===== src/rtl/mem_replace_scheduler.sv =====
// Queues number-replacement requests and issues them one at a time to mem_manager,
// confirming each write by snooping the received-number stream, with timeout and retry.
module mem_replace_scheduler #(
    parameter int ADDR_WIDTH     = 8,
    parameter int DATA_WIDTH     = 16,
    parameter int FIFO_DEPTH     = 4,
    parameter int TIMEOUT_CYCLES = 65535,
    parameter int MAX_RETRIES    = 2
) (
    input  logic                             clk,
    input  logic                             rst,
    input  logic [ADDR_WIDTH-1:0]            req_addr,
    input  logic [DATA_WIDTH-1:0]            req_data,
    input  logic                             req_valid,
    output logic                             req_ready,
    input  logic [ADDR_WIDTH-1:0]            no_nums,
    output logic [ADDR_WIDTH+DATA_WIDTH-1:0] mem_replace_num,
    output logic                             mem_replace_valid,
    input  logic [ADDR_WIDTH+DATA_WIDTH-1:0] mem_received_num,
    input  logic                             mem_valid,
    output logic                             busy,
    output logic                             done,
    output logic                             err_addr,
    output logic                             err_timeout
);
    localparam int NUM_W = ADDR_WIDTH + DATA_WIDTH;
    localparam int PTR_W = $clog2(FIFO_DEPTH);
    localparam int CNT_W = PTR_W + 1;
    localparam int TMR_W = $clog2(TIMEOUT_CYCLES + 1);
    localparam int RTY_W = (MAX_RETRIES < 1) ? 1 : $clog2(MAX_RETRIES + 1);

    localparam logic [CNT_W-1:0] FULL_COUNT = CNT_W'(FIFO_DEPTH);
    localparam logic [TMR_W-1:0] TMR_LOAD   = TMR_W'(TIMEOUT_CYCLES);
    localparam logic [TMR_W-1:0] TMR_LAST   = TMR_W'(1);
    localparam logic [RTY_W-1:0] RTY_MAX    = RTY_W'(MAX_RETRIES);

    typedef enum logic [1:0] {
        S_IDLE,
        S_CHECK,
        S_ISSUE,
        S_WAIT
    } state_t;

    logic [NUM_W-1:0]      r_fifo [FIFO_DEPTH];
    logic [PTR_W-1:0]      r_wrPtr;
    logic [PTR_W-1:0]      r_rdPtr;
    logic [CNT_W-1:0]      r_count;

    state_t                r_state;
    logic [ADDR_WIDTH-1:0] r_curAddr;
    logic [DATA_WIDTH-1:0] r_curData;
    logic [TMR_W-1:0]      r_timer;
    logic [RTY_W-1:0]      r_retry;
    logic                  r_replaceValid;
    logic [NUM_W-1:0]      r_replaceNum;
    logic                  r_done;
    logic                  r_errAddr;
    logic                  r_errTimeout;

    logic                  w_push;
    logic                  w_pop;
    logic                  w_match;

    assign req_ready = !rst && (r_count != FULL_COUNT);
    assign w_push    = req_valid && req_ready;
    assign w_pop     = (r_state == S_IDLE) && (r_count != '0);
    // A stale echo of the same address with old data must not confirm the write.
    assign w_match   = mem_valid && (mem_received_num == {r_curAddr, r_curData});

    assign mem_replace_valid = r_replaceValid;
    assign mem_replace_num   = r_replaceNum;
    assign done              = r_done;
    assign err_addr          = r_errAddr;
    assign err_timeout       = r_errTimeout;
    assign busy              = (r_count != '0) || (r_state != S_IDLE);

    always_ff @(posedge clk) begin
        if (w_push) begin
            r_fifo[r_wrPtr] <= {req_addr, req_data};
        end
    end

    always_ff @(posedge clk) begin
        if (rst) begin
            r_wrPtr <= '0;
            r_rdPtr <= '0;
            r_count <= '0;
        end else begin
            if (w_push) begin
                r_wrPtr <= r_wrPtr + 1'b1;
            end
            if (w_pop) begin
                r_rdPtr <= r_rdPtr + 1'b1;
            end
            case ({w_push, w_pop})
                2'b10:   r_count <= r_count + 1'b1;
                2'b01:   r_count <= r_count - 1'b1;
                default: r_count <= r_count;
            endcase
        end
    end

    // Pulses are one cycle wide; the replace strobe is set on entry to ISSUE so it is high exactly there.
    always_ff @(posedge clk) begin
        if (rst) begin
            r_state        <= S_IDLE;
            r_curAddr      <= '0;
            r_curData      <= '0;
            r_timer        <= '0;
            r_retry        <= '0;
            r_replaceValid <= 1'b0;
            r_replaceNum   <= '0;
            r_done         <= 1'b0;
            r_errAddr      <= 1'b0;
            r_errTimeout   <= 1'b0;
        end else begin
            r_replaceValid <= 1'b0;
            r_done         <= 1'b0;
            r_errAddr      <= 1'b0;
            r_errTimeout   <= 1'b0;
            case (r_state)
                S_IDLE: begin
                    if (w_pop) begin
                        {r_curAddr, r_curData} <= r_fifo[r_rdPtr];
                        r_state                <= S_CHECK;
                    end
                end
                S_CHECK: begin
                    if (r_curAddr >= no_nums) begin
                        r_errAddr <= 1'b1;
                        r_state   <= S_IDLE;
                    end else begin
                        r_retry        <= '0;
                        r_replaceValid <= 1'b1;
                        r_replaceNum   <= {r_curAddr, r_curData};
                        r_state        <= S_ISSUE;
                    end
                end
                S_ISSUE: begin
                    r_timer <= TMR_LOAD;
                    r_state <= S_WAIT;
                end
                S_WAIT: begin
                    if (w_match) begin
                        r_done  <= 1'b1;
                        r_state <= S_IDLE;
                    end else if (r_timer <= TMR_LAST) begin
                        r_timer <= '0;
                        if (r_retry < RTY_MAX) begin
                            r_retry        <= r_retry + 1'b1;
                            r_replaceValid <= 1'b1;
                            r_state        <= S_ISSUE;
                        end else begin
                            r_errTimeout <= 1'b1;
                            r_state      <= S_IDLE;
                        end
                    end else begin
                        r_timer <= r_timer - 1'b1;
                    end
                end
                default: r_state <= S_IDLE;
            endcase
        end
    end
endmodule


===== config.mk =====
export PLATFORM = sky130hd
export DESIGN_NAME = mem_replace_scheduler
export DESIGN_NICKNAME = d
export VERILOG_FILES = /design/src/rtl/mem_replace_scheduler.sv
export SDC_FILE = /design/constraint.sdc
export NUM_CORES = 1
export LEC_CHECK = 0
export CORE_MARGIN = 4
export CORE_UTILIZATION = 60
export CTS_CLUSTER_DIAMETER = 200
export CTS_CLUSTER_SIZE = 20
export DETAILED_ROUTE_END_ITERATION = 8
export PLACE_DENSITY = 0.83
export SYNTH_ARGS = -nofsm -noshare
export SYNTH_HDL_FRONTEND = slang
export SYNTH_SLANG_ARGS = --single-unit

===== constraint.sdc =====
create_clock -name clk -period 4.2 [get_ports clk]
set_clock_uncertainty 0.15 [all_clocks]
set_input_delay 0.63 -clock clk [delete_from_list [all_inputs] [get_ports clk]]
set_output_delay 0.63 -clock clk [all_outputs]
set_load 0.01 [all_outputs]

[Word-level counts from Yosys, hierarchy flattened]
Memory sizes are Yosys's and may differ from the RTL's. A register that Yosys moved wholly into a read port is not among the register bits.
Index checks and enable logic that the tools add are counted.
Operators by class
  add/sub/neg operators: 6
  $lt $le $gt $ge: 3
  equal/unequal tests: 13
  mux-type cells: 25
  bitwise gates (word level): 4
  reductions and logical operators: 20
Operator list (number)
  two-way mux 16 bit: 2
  case mux 16 bit (2 select lines): 1
  equality test 24 bit: 1
  two-way mux 2 bit: 9
  less-or-equal comparator 16 x 1 -> 1 bit, second input constant: 1
  subtractor 16 x 1 -> 16 bit, second input constant: 1
  inequality test 2 bit, second input constant: 5
  two-way mux 1 bit: 9
  greater-or-equal comparator 8 bit: 1
  case mux 2 bit (4 select lines): 1
  AND reduction 2 bit: 4
  nonzero test 2 bit: 4
  adder 2 x 1 -> 2 bit, second input constant: 3
  equality test 2 bit, second input constant: 3
  inequality test 3 bit, second input constant: 2
  case mux 3 bit (2 select lines): 1
  AND reduction 5 bit: 1
  equality test 2 x 1 -> 1 bit, second input constant: 2
  logical AND 1 bit: 4
  inverter 1 bit: 4
  case mux 2 bit (2 select lines): 1
  OR reduction 2 bit: 2
  OR reduction 4 bit: 1
  adder 3 x 1 -> 3 bit, second input constant: 1
  other kinds (7): 7
Word-level totals
  register bits: 55
  bits in writable memories: 96
  input port bits: 60
  output and inout port bits: 30
  logic and storage cells: 83
  memories kept: 1
Memory list
  r_fifo: depth 4, width 24, read ports 1, clocked after Yosys merged registers in 1, wr ports 1, line 44  | logic [NUM_W-1:0] r_fifo [FIFO_DEPTH];

[Depth between registers and ports, before layout]
Gate-level depths: netlist of the first run.
  depth after elaboration: 5
  depth in mapped cells: 11
  mapped depth without buffers: 10

[Worst setup path before layout of the first run]
Ideal clock, no wire load.
  path type: input-to-reg
  start point: input port no_nums[0]
  end point: register r_replaceNum[10], in the netlist mem_replace_num[10]
  setup time: 128 ps
  arrival time: 2415 ps
  required time: 3922 ps
  setup slack: 1508 ps
  cell stages on the path: 9
  path buffers: 2
  path through: ha_1 nand2b_1 a21o_1 a211o_1 a2111oi_4 buf_6 buf_12 mux2i_1 nor2_1
Between the ends
  word-level cells in the longest chain between the ends: 3
RTL lines
  start: declaration: line 16  | input logic [ADDR_WIDTH-1:0] no_nums,
  greater-or-equal comparator 8 bit: line 129  | if (r_curAddr >= no_nums) begin
  inverter 1 bit (no line)
  AND reduction 2 bit (no line)
  end signal: assignment: line 135  | r_replaceNum <= {r_curAddr, r_curData};
  end: declaration: line 55  | logic [NUM_W-1:0] r_replaceNum;
No other way between the ends.
A chain may end at the register's enable or synchronous reset.

[Final worst setup path of the first run]
  start point: input port no_nums[0]
  end point: register r_replaceNum[11], in the netlist mem_replace_num[11]
Same word-level chain as after synthesis.

==> results.rst, run 1 <==
.. list-table::
   :header-rows: 1

   * - Metric
     - Value
   * - Outcome
     - finished, final reports clean
   * - Clock-pin slew reported for the worst setup and hold paths after clock tree synthesis
     - 60 ps
   * - Sequential group share of total power
     - between 40 and 50%
   * - Rows
     - 40
   * - Number of unique standard cell types used by synthesis
     - between 50 and 60
   * - Starting utilization of the core area
     - between 60% and 70%
   * - Slew of the pin with the lowest slew margin
     - around 1200 ps
   * - Boundary Pins
     - 90
   * - Detail Placement HPWL
     - 11200 µm
   * - Final cell count without fillers
     - ~860
   * - Part of the total power dissipated in combinational logic
     - about a third
   * - Filler Cell Count
     - roughly 750
   * - Worst Setup Start Kind
     - input port
   * - Total number of vias
     - around 5100
   * - Crit-path max FO
     - 28
   * - Ratio of cells with drive above 1 in the final layout
     - between 10% and 20%
   * - Antenna fix cells
     - 0
   * - Highest-count cells in the layout ignoring fill and taps
     - 96 x edfxtp_1, 88 x clkdlybuf4s50_1, 79 x dfxtp_1
   * - RSZ-0062 raised after global routing
     - false
   * - Leading register cell type out of synthesis
     - edfxtp_1
   * - Count of nets left with antenna violations after detail routing
     - 0
   * - Sum of overflow across all layers after global routing
     - 0
   * - Drt first-iter violations
     - 477
   * - Gate count of the mapped netlist
     - about 590
   * - Final routed DRC violation total
     - 0
   * - End-of-flow core utilization
     - 74.6%
   * - Placement Cell Area
     - ~8400 µm²
   * - Leading cell type in the layout, fill and taps excluded
     - edfxtp_1
   * - Number of clock sinks seen by CTS
     - approximately 180
   * - Overall die area
     - around 14000 µm²
   * - Critical path class
     - input port to register
   * - Shortest period the worst path allows
     - just over 3000 ps
   * - Mapped Area
     - roughly 7400 µm²
   * - Maximum resistive drop on vdd
     - approximately 0.00048 V
   * - Largest net degree at the start of global routing
     - between 80 and 90
   * - Critical path arrival
     - 3150 ps
   * - WL final
     - between 15000 and 20000 µm
   * - Post-detailed-route via-to-cell ratio
     - approximately 5.9
   * - Clock latency of the later-clocked register in the worst-skew pair
     - 420 ps
   * - Sequential element share of the synthesized area
     - between 60% and 70%
   * - Hold path startpoint
     - r_retry[0]
   * - Endpoint with the worst hold slack
     - r_retry[1]
   * - Total negative slack for setup checks
     - 0 ps
   * - Number of nets in the synthesized netlist
     - between 600 and 700
   * - Power per unit of standard cell area
     - ~630 nW/µm²
   * - Worst EP required
     - about 4300 ps
   * - Reported net switching power
     - about 0.0019 W
   * - Deepest level of the CTS H-tree
     - 4
   * - Clock group share of total power
     - 27.2%
   * - Internal reg-to-reg setup slack
     - around 1300 ps
   * - Critical Path End Type
     - register
   * - Int Pwr
     - 0.00374 W
   * - Number of hold violations in the final report
     - 0
   * - Leakage
     - 3.11 nW
   * - Number of enable-type register cells in the synthesized netlist
     - 96
   * - CTS tree
     - built
   * - Setup violation total in the final timing report
     - 0
   * - FF-to-FF End
     - mem_replace_num[11]
   * - Post-cts hold buffer count
     - 0
   * - Number of max-cap violations
     - 0
   * - Period utilization
     - a little under three quarters
   * - Post-route cell area
     - 8990 µm²
   * - Per-instance average area after synthesis
     - about 13 µm²
   * - Placeable core region
     - ~12000 µm²
   * - Vias in the first global route
     - about 5300
   * - Post-Place Cells
     - roughly 830
   * - Maximum buffer depth of the clock tree
     - 2
   * - Number of synthesized register bits
     - between 150 and 200
   * - Number of buffers created by CTS
     - 17
   * - Number of port buffers
     - just under 90
   * - Highest achievable clock rate
     - approximately 330 MHz
   * - CTS root buffer
     - clkbuf_16
   * - Growth of design area from synthesis to finish
     - 21.6%
   * - Number of warnings printed during yosys synthesis
     - 0
   * - Combined global-route utilization of all metal layers
     - between 20% and 30%
   * - Fraction of registers with async set/reset
     - 0%
   * - Switching Fraction
     - between 30 and 40%
   * - FF+latch area
     - between 4000 and 5000 µm²
   * - Count of TritonRoute iterations in the first routing pass
     - 6
   * - Hold slack final
     - about 330 ps
   * - Multi-input combinational cell area
     - approximately 2700 µm²
   * - Die extent in x
     - between 100 and 150 µm
   * - Launch instance of the worst register-to-register path
     - r_curAddr[0]
   * - Routed wire length per instance
     - 19.9 µm
   * - Number of antenna violations at the first check in global routing
     - 0
   * - Post-cts resize count
     - 0
   * - Global-route wire length before repair
     - about 28000 µm
   * - Post-CTS Setup Inserts
     - 0
   * - Vertical die dimension
     - about 120 µm
   * - Slew Viols, Final
     - 0
   * - Cell depth of the worst flop-to-flop path
     - 9
   * - Instance count along the most critical hold path
     - 2
   * - Class of the tightest hold or removal check
     - register to register
   * - # nets final
     - 754
   * - Worst slew margin
     - roughly 17%
   * - Routability congestion estimate
     - around 0.9
## worst max path at each step
stage	startpoint	endpoint	slack (ps)
6_report	no_nums[0]	mem_replace_num[11]	1180
5_1_grt	no_nums[0]	mem_replace_num[11]	1070
4_1_cts	no_nums[0]	mem_replace_num[11]	1210
3_5_place_dp	no_nums[0]	mem_replace_num[11]	770
3_3_place_gp	no_nums[0]	mem_replace_num[2]	860
2_1_floorplan	no_nums[0]	mem_replace_num[10]	1510
## kinds of logic (layout without fill, tap and decap cells)
family,Yosys count,after routing,synth area share [%]
adder cells (fa/ha/maj),16,16,2.81
multiplexers,48,48,10.6
buffers and inverters,49,150,3.11
XOR/XNOR,30,30,3.55
AO/OA/AOI/OAI,80,80,7.48
flip-flops,175,175,60.4
AND/OR/NAND/NOR,191,191,12.1
## layout make-up
type	instances	share of cell area, %
Clock buffer	18	4.77
Clock inverter	13	1.70
Inverter	20	0.835
Multi-Input combinational cell	365	30.0
Sequential cell	175	49.6
Tap cell	168	2.34
Timing Repair Buffer	99	10.7
## metrics by stage
stage / setup slack (ps) / power, W
after floorplan: 1510 / 0.00365
after global placement: 863 / 0.00405
after detailed placement: 768 / 0.00413
after CTS: 1210 / 0.00569
after global routing: 1070 / 0.00601
final: 1180 / 0.00568
## critical path, cell delays in order
cell,delay (ps)
clkdlybuf4s50_1,410
ha_1,280
nand2b_1,140
a21o_1,180
a211o_1,340
a2111oi_4,360
buf_4,460
mux2i_1,270
nor2_1,50
## synthesized netlist by cell type, drive strengths merged, types with 3 or more instances
cell type   n  area [µm²]
a211oi     17         128
a21o        3        22.5
a21oi      34         174
a311oi      9        78.8
and3        8        50.1
buf        12        91.3
clkbuf     17        63.8
dfxtp      79        1580
edfxtp     96        2880
ha         15         188
inv        20        75.1
mux2i      24         240
mux4       24         541
nand2      78         293
nand2b      7        43.8
nand4      13        81.3
nor2       51         191
nor3        9        55.1
nor4        8        50.1
o21ai       5        25.0
or4         3        26.3
xnor2      23         201
xor2        7        61.3
## registers in the layout (all words and copies together) (netlist names), 2 cells and up
signal / flops
r_curAddr: 8
r_fifo: 96
r_count: 3
r_state: 2
r_rdPtr: 2
r_curData: 16
r_wrPtr: 2
r_timer: 16
r_retry: 2
mem_replace_num: 24
## power by group through the flow
stage | logic, W | registers [W] | clock network, W
final | 0.00181 | 0.00232 | 0.00155
after global routing | 0.00201 | 0.00235 | 0.00165
after CTS | 0.00181 | 0.00231 | 0.00157
after detailed placement | 0.00179 | 0.00234 | 0
after global placement | 0.00172 | 0.00232 | 0
after floorplan | 0.00137 | 0.00227 | 0
## metal layers
layer / vias up / part of all wire [%] / global-route usage [%]
met1: 2481 / 40 / 30.8
met2: 191 / 52 / 42.6
met3: 45 / 5.3 / 6.51
met4: 0 / 3.1 / 11.3
met5: - / 0 / 0
li1: 2344 / - / -
Note: power is estimated with default switching activity, not from simulation.
==> inputs of run 2 (changes only) <==
--- a/config.mk
+++ b/config.mk
@@ -6,11 +6,11 @@
 export NUM_CORES = 1
 export LEC_CHECK = 0
 export CORE_MARGIN = 4
-export CORE_UTILIZATION = 60
+export CORE_UTILIZATION = 56
 export CTS_CLUSTER_DIAMETER = 200
 export CTS_CLUSTER_SIZE = 20
 export DETAILED_ROUTE_END_ITERATION = 8
-export PLACE_DENSITY = 0.83
+export PLACE_DENSITY = 0.78
 export SYNTH_ARGS = -nofsm -noshare
 export SYNTH_HDL_FRONTEND = slang
 export SYNTH_SLANG_ARGS = --single-unit
==> constraint.sdc (replaced) <==
create_clock -name clk -period 3.1 [get_ports clk]
set_clock_uncertainty 0.15 [all_clocks]
set_input_delay 0.465 -clock clk [delete_from_list [all_inputs] [get_ports clk]]
set_output_delay 0.465 -clock clk [all_outputs]
set_load 0.01 [all_outputs]
==> run 2 against run 1 <==
Sequential power is 36% higher. Register-to-register slack worse by 910 ps. Flip-flop and latch count stayed put. Wire length is 0.77% higher. Global-route usage is 1.5 points lower. Via count is 0.99% lower. Worst hold slack better by 5.4 ps. Non-clock buffer count is 5 higher. Die area is 6.7% higher. Setup slack worse by 790 ps. Sequential share of layout area is 0.42 points lower. Critical endpoint is now mem_replace_num[5]. Highest routed layer unchanged.
==> results.rst, run 2 (synthesis results as in run 1) <==
.. list-table::
   :header-rows: 1

   * - Metric
     - Value
   * - Worst EP required
     - about 3200 ps
   * - Post-cts resize count
     - 0
   * - Shortest period the worst path allows
     - roughly 2700 ps
   * - Global-route wire length before repair
     - roughly 27000 µm
   * - Number of hold violations in the final report
     - 0
   * - Crit path max-delay family
     - compound AO/OA/AOI/OAI gates
   * - Count of TritonRoute iterations in the first routing pass
     - 5
   * - Post-detailed-route via-to-cell ratio
     - roughly 5.8
   * - CTS root buffer
     - clkbuf_16
   * - Deepest level of the CTS H-tree
     - 4
   * - Hold slack final
     - between 300 and 400 ps
   * - Maximum buffer depth of the clock tree
     - 2
   * - Overall die area
     - approximately 15000 µm²
   * - Setup violation total in the final timing report
     - 0
   * - Vias in the first global route
     - ~5000
   * - Number of clock sinks seen by CTS
     - between 150 and 200
   * - Routability congestion estimate
     - slightly below 0.9
   * - Highest achievable clock rate
     - 368 MHz
   * - Routed wire length per instance
     - about 20 µm
   * - Placeable core region
     - around 13000 µm²
   * - Clock latency of the later-clocked register in the worst-skew pair
     - roughly 430 ps
   * - Post-cts hold buffer count
     - 0
   * - Die extent in x
     - between 100 and 150 µm
   * - RSZ-0062 raised after global routing
     - false
   * - Slew of the pin with the lowest slew margin
     - between 800 and 900 ps
   * - Max FFs per register
     - 96
   * - Growth of design area from synthesis to finish
     - 22.7%
   * - Class of the tightest hold or removal check
     - register to register
   * - Drt first-iter violations
     - roughly 370
   * - Number of buffers created by CTS
     - 17
   * - Number of port buffers
     - 89
   * - Maximum resistive drop on vdd
     - 0.000545 V
   * - Leading cell type in the layout, fill and taps excluded
     - edfxtp_1
   * - Largest net degree at the start of global routing
     - a little over 80
   * - Peak per-stage delay on the critical path
     - ~440 ps
   * - Critical path, cell by cell
     - inv_1, ha_1, nand2b_1, a21o_1, a211o_1, a2111oi_4, buf_12, mux2i_1, nor2_1
   * - Highest-count cells in the layout ignoring fill and taps
     - 96 x edfxtp_1, 88 x clkdlybuf4s50_1, 78 x nand2_1, 78 x dfxtp_1, 51 x nor2_1
   * - Worst Setup Start Kind
     - register
   * - CTS tree
     - built
   * - Number of max-cap violations
     - 0
   * - Count of nets left with antenna violations after detail routing
     - 0
   * - Crit-path max FO
     - 27
   * - Leakage
     - between 3 and 4 nW
   * - Antenna fix cells
     - 0
   * - Post-CTS Setup Inserts
     - 0
   * - Critical path arrival
     - roughly 2900 ps
   * - Final routed DRC violation total
     - 0
   * - Power per unit of standard cell area
     - about 860 nW/µm²
   * - Total number of vias
     - between 5000 and 6000
   * - Register ranked first by flip-flop count
     - r_fifo
   * - Post-route cell area
     - ~9100 µm²
   * - Number of antenna violations at the first check in global routing
     - 0
   * - Vertical die dimension
     - approximately 120 µm
   * - Detail Placement HPWL
     - roughly 11000 µm
   * - # nets final
     - 759
   * - Number of buffer and inverter instances along the worst setup path
     - 2
   * - Critical Path End Type
     - register
   * - Critical Path Slowest Stage Cell
     - a2111oi_4
   * - Filler Cell Count
     - 863
   * - Critical path class
     - register to register
   * - Ratio of cells with drive above 1 in the final layout
     - between 10% and 20%
   * - WL final
     - roughly 17000 µm
   * - Worst slew margin
     - between 40% and 50%
   * - Slew Viols, Final
     - 0
   * - Placement Cell Area
     - about 8500 µm²
   * - Period utilization
     - between 80% and 90%
   * - Clock-pin slew reported for the worst setup and hold paths after clock tree synthesis
     - roughly 70 ps
   * - End-of-flow core utilization
     - a little under three quarters
   * - Combined global-route utilization of all metal layers
     - 23.9%
   * - Outcome
     - finished, final reports clean
   * - Boundary Pins
     - 90
   * - Sum of overflow across all layers after global routing
     - 0
   * - Rows
     - 41
   * - Starting utilization of the core area
     - between 50% and 60%
-- run 2: changes by cell type in the layout (fill, tap and decap cells not counted) --
cell and change:
clkinv_2 +1, inv_6 -2, clkinv_8 +2, clkinv_4 -2, buf_12 +1, buf_4 +4, inv_8 +1, clkbuf_1 -1
clkinvlp_2 +1, dfxtp_1 -1, clkinvlp_4 +1, dfxtp_2 +1
-- run 2: layer usage --
| metal | global-route usage, % | wire length, µm | share of wire, % | up-vias |
|---|---|---|---|---|
| met5 | 0 | 0 | 0 | - |
| met4 | 8.47 | 380 | 2.2 | 0 |
| met3 | 6.08 | 795 | 4.6 | 32 |
| met2 | 40.9 | 9110 | 53 | 161 |
| met1 | 29.5 | 6930 | 40 | 2456 |
| li1 | - | - | - | 2362 |
-- run 2: worst register-to-register path: cells and delay by family (launching register included) --
kind,cells,cell delay [ps]
multiplexers,1,240
AND/OR/NAND/NOR,2,210
AO/OA/AOI/OAI,3,960
buffers and inverters,2,350
flip-flops,1,410
adder cells (fa/ha/maj),1,260
-- run 2: path summary, 6_finish.rpt --
kind,from,end,slack [ps],cells past startpoint
worst max register to register,r_curAddr[0],mem_replace_num[5],390,9
worst min-delay path,r_retry[0],r_retry[1],330,2
worst max-delay path,r_curAddr[0],mem_replace_num[5],390,9
worst min register to register,r_retry[0],r_retry[1],330,2
-- run 2: final cells by class --
| type | instances | area (µm²) | share of cell area [%] |
|---|---|---|---|
| multi-input combinational | 365 | 2700 | 29.8 |
| clock inverter | 15 | 179 | 1.97 |
| sequential | 175 | 4470 | 49.2 |
| inverter | 20 | 75.1 | 0.828 |
| timing repair buffer | 104 | 1010 | 11.1 |
| clock buffer | 17 | 425 | 4.69 |
| tap | 172 | 215 | 2.37 |
-- run 2: stage by stage --
step	worst slack, ps	total power [W]	cells	setup TNS (ps)
3_5_place_dp	-25.3	0.00569	836	-59.4
5_1_grt	237	0.00825	868	0
2_1_floorplan	573	0.00494	589	0
4_1_cts	385	0.00784	868	0
6_report	385	0.00782	868	0
3_3_place_gp	46.2	0.00558	836	0
-- run 2: power breakdown --
group	leakage [nW]	internal [W]	total [W]	switching, W
sequential	1.52	0.00280	0.00315	0.000351
combinational	1.34	0.00110	0.00252	0.00142
clock	0.287	0.00121	0.00215	0.000939
==> inputs of run 3 (changes only) <==
--- a/config.mk
+++ b/config.mk
@@ -6,11 +6,12 @@
 export NUM_CORES = 1
 export LEC_CHECK = 0
 export CORE_MARGIN = 4
-export CORE_UTILIZATION = 56
+export CORE_UTILIZATION = 58
+export CTS_BUF_LIST = sky130_fd_sc_hd__clkbuf_8
 export CTS_CLUSTER_DIAMETER = 200
 export CTS_CLUSTER_SIZE = 20
 export DETAILED_ROUTE_END_ITERATION = 8
-export PLACE_DENSITY = 0.78
+export PLACE_DENSITY = 0.81
 export SYNTH_ARGS = -nofsm -noshare
 export SYNTH_HDL_FRONTEND = slang
 export SYNTH_SLANG_ARGS = --single-unit
==> run 3 against run 2 <==
Largest cell class unchanged. First-iteration DRC count grew 34%. Register-to-register slack gained 40 ps. Critical path depth shrank 6.
==> results.rst, run 3 (synthesis results as in run 1) <==
.. list-table::
   :header-rows: 1

   * - Metric
     - Value
   * - Outcome
     - finished, final reports clean
   * - Worst slew margin
     - 43.4%
   * - Setup violation total in the final timing report
     - 0
   * - Routability congestion estimate
     - approximately 0.93
   * - Met2 demand-to-capacity share in global routing
     - a little over two fifths
   * - Die extent in x
     - between 100 and 150 µm
   * - Class of the tightest hold or removal check
     - register to register
   * - Vertical die dimension
     - between 100 and 150 µm
   * - Slew Viols, Final
     - 0
   * - Clock latency of the later-clocked register in the worst-skew pair
     - ~470 ps
   * - Deepest level of the CTS H-tree
     - 4
   * - Rows
     - 40
   * - Maximum buffer depth of the clock tree
     - 2
   * - Highest-count cells in the layout ignoring fill and taps
     - 96 x edfxtp_1, 88 x clkdlybuf4s50_1, 78 x nand2_1, 78 x dfxtp_1, 51 x nor2_1
   * - Number of port buffers
     - 89
   * - WL final
     - approximately 17000 µm
   * - Starting utilization of the core area
     - 60.3%
   * - Maximum resistive drop on vdd
     - 0.000598 V
   * - Total Power
     - slightly above 0.007 W
   * - Largest net degree at the start of global routing
     - just over 80
   * - Met3 capacity usage during global routing
     - 5.50%
   * - Post-CTS Setup Inserts
     - 0
   * - Boundary Pins
     - 90
   * - Instance count along the most critical hold path
     - 2
   * - RSZ-0062 raised after global routing
     - false
   * - Critical path arrival
     - approximately 2100 ps
   * - Critical Path End Type
     - output pin
   * - Post-detailed-route via-to-cell ratio
     - approximately 5.9
   * - Leading cell type in the layout, fill and taps excluded
     - edfxtp_1
   * - Number of max-cap violations
     - 0
   * - Global-route wire length before repair
     - around 27000 µm
   * - Vias in the first global route
     - between 5000 and 6000
   * - Ratio of cells with drive above 1 in the final layout
     - about 11%
   * - Post-cts resize count
     - 0
   * - Power per unit of standard cell area
     - 810 nW/µm²
   * - Placeable core region
     - 12300 µm²
   * - Total number of vias
     - a little over 5000
   * - Drt first-iter violations
     - 500
   * - Final routed DRC violation total
     - 0
   * - Post-cts hold buffer count
     - 0
   * - Shortest period the worst path allows
     - between 2000 and 3000 ps
   * - Clock-pin slew reported for the worst setup and hold paths after clock tree synthesis
     - 90 ps
   * - Detail Placement HPWL
     - between 10000 and 15000 µm
   * - Total negative slack for setup checks
     - 0 ps
   * - Number of clock sinks seen by CTS
     - around 180
   * - CTS tree
     - built
   * - Max FFs per register
     - between 90 and 100
   * - Worst Setup Start Kind
     - register
   * - Worst EP required
     - ~2500 ps
   * - Sum of overflow across all layers after global routing
     - 0
   * - Count of nets left with antenna violations after detail routing
     - 0
   * - Crit-path max FO
     - 6
   * - Highest achievable clock rate
     - about 370 MHz
   * - # nets final
     - roughly 760
   * - Cell depth of the worst flop-to-flop path
     - 9
   * - Growth of design area from synthesis to finish
     - 19.6%
   * - Antenna fix cells
     - 0
   * - Period utilization
     - 87.6%
   * - Leakage
     - around 3.1 nW
   * - Slew of the pin with the lowest slew margin
     - around 850 ps
   * - CTS root buffer
     - clkbuf_8
   * - Routed wire length per instance
     - just under 20 µm
   * - Register ranked first by flip-flop count
     - r_fifo
   * - Placement Cell Area
     - 8480 µm²
   * - Hold slack final
     - 339 ps
   * - Critical path class
     - register to output pin
   * - Number of hold violations in the final report
     - 0
   * - Met1 layer usage reported by global route
     - 28.9%
   * - Most Crowded Layer GR
     - met2
   * - Count of TritonRoute iterations in the first routing pass
     - 5
   * - Number of buffers created by CTS
     - 17
   * - Number of antenna violations at the first check in global routing
     - 0
   * - Post-route cell area
     - between 8000 and 9000 µm²
   * - Combined global-route utilization of all metal layers
     - ~24%
   * - Overall die area
     - approximately 15000 µm²
-- run 3: through the flow --
stage	std cells	setup WS [ps]	utilization [%]
6_report	866	384	72.1
5_1_grt	866	271	72.1
4_1_cts	866	388	72.1
3_5_place_dp	834	-5.44	69.1
3_3_place_gp	834	67.5	69.1
2_1_floorplan	589	573	-
-- run 3: layout make-up --
type,count,area (µm²)
well taps,168,210
multi-input cells,365,2700
inverters,20,75.1
fillers,818,3420
clock inverters,15,135
repair buffers,106,1030
clock buffers,17,234
flip-flops and latches,175,4470
-- run 3: worst max-delay path: stages (launching register included) --
cell	delay, ps
dfxtp_1	380
inv_1	90
a31oi_1	500
clkdlybuf4s50_1	660
-- run 3: metal layers --
metal | routed length (µm) | share of wire (%) | vias up
met2 | 8970 | 53 | 178
met1 | 6610 | 39 | 2487
li1 | - | - | 2359
met4 | 489 | 2.9 | 0
met5 | 0 | 0 | -
met3 | 880 | 5.2 | 44
-- run 3: power by group --
group / switching [W] / total [W] / internal, W
Clock: 0.000861 / 0.00151 / 0.000647
Sequential: 0.000399 / 0.00319 / 0.00279
Combinational: 0.00135 / 0.00247 / 0.00111
Total: 0.00261 / 0.00717 / 0.00456
-- run 3: final timing paths --
kind                              startpoint                   to  slack (ps)
worst max register to register  r_curAddr[0]  mem_replace_num[11]         430
worst max-delay path              r_count[0]            req_ready         380
worst min register to register  r_curData[1]         r_curData[1]         340
worst min-delay path            r_curData[1]         r_curData[1]         340
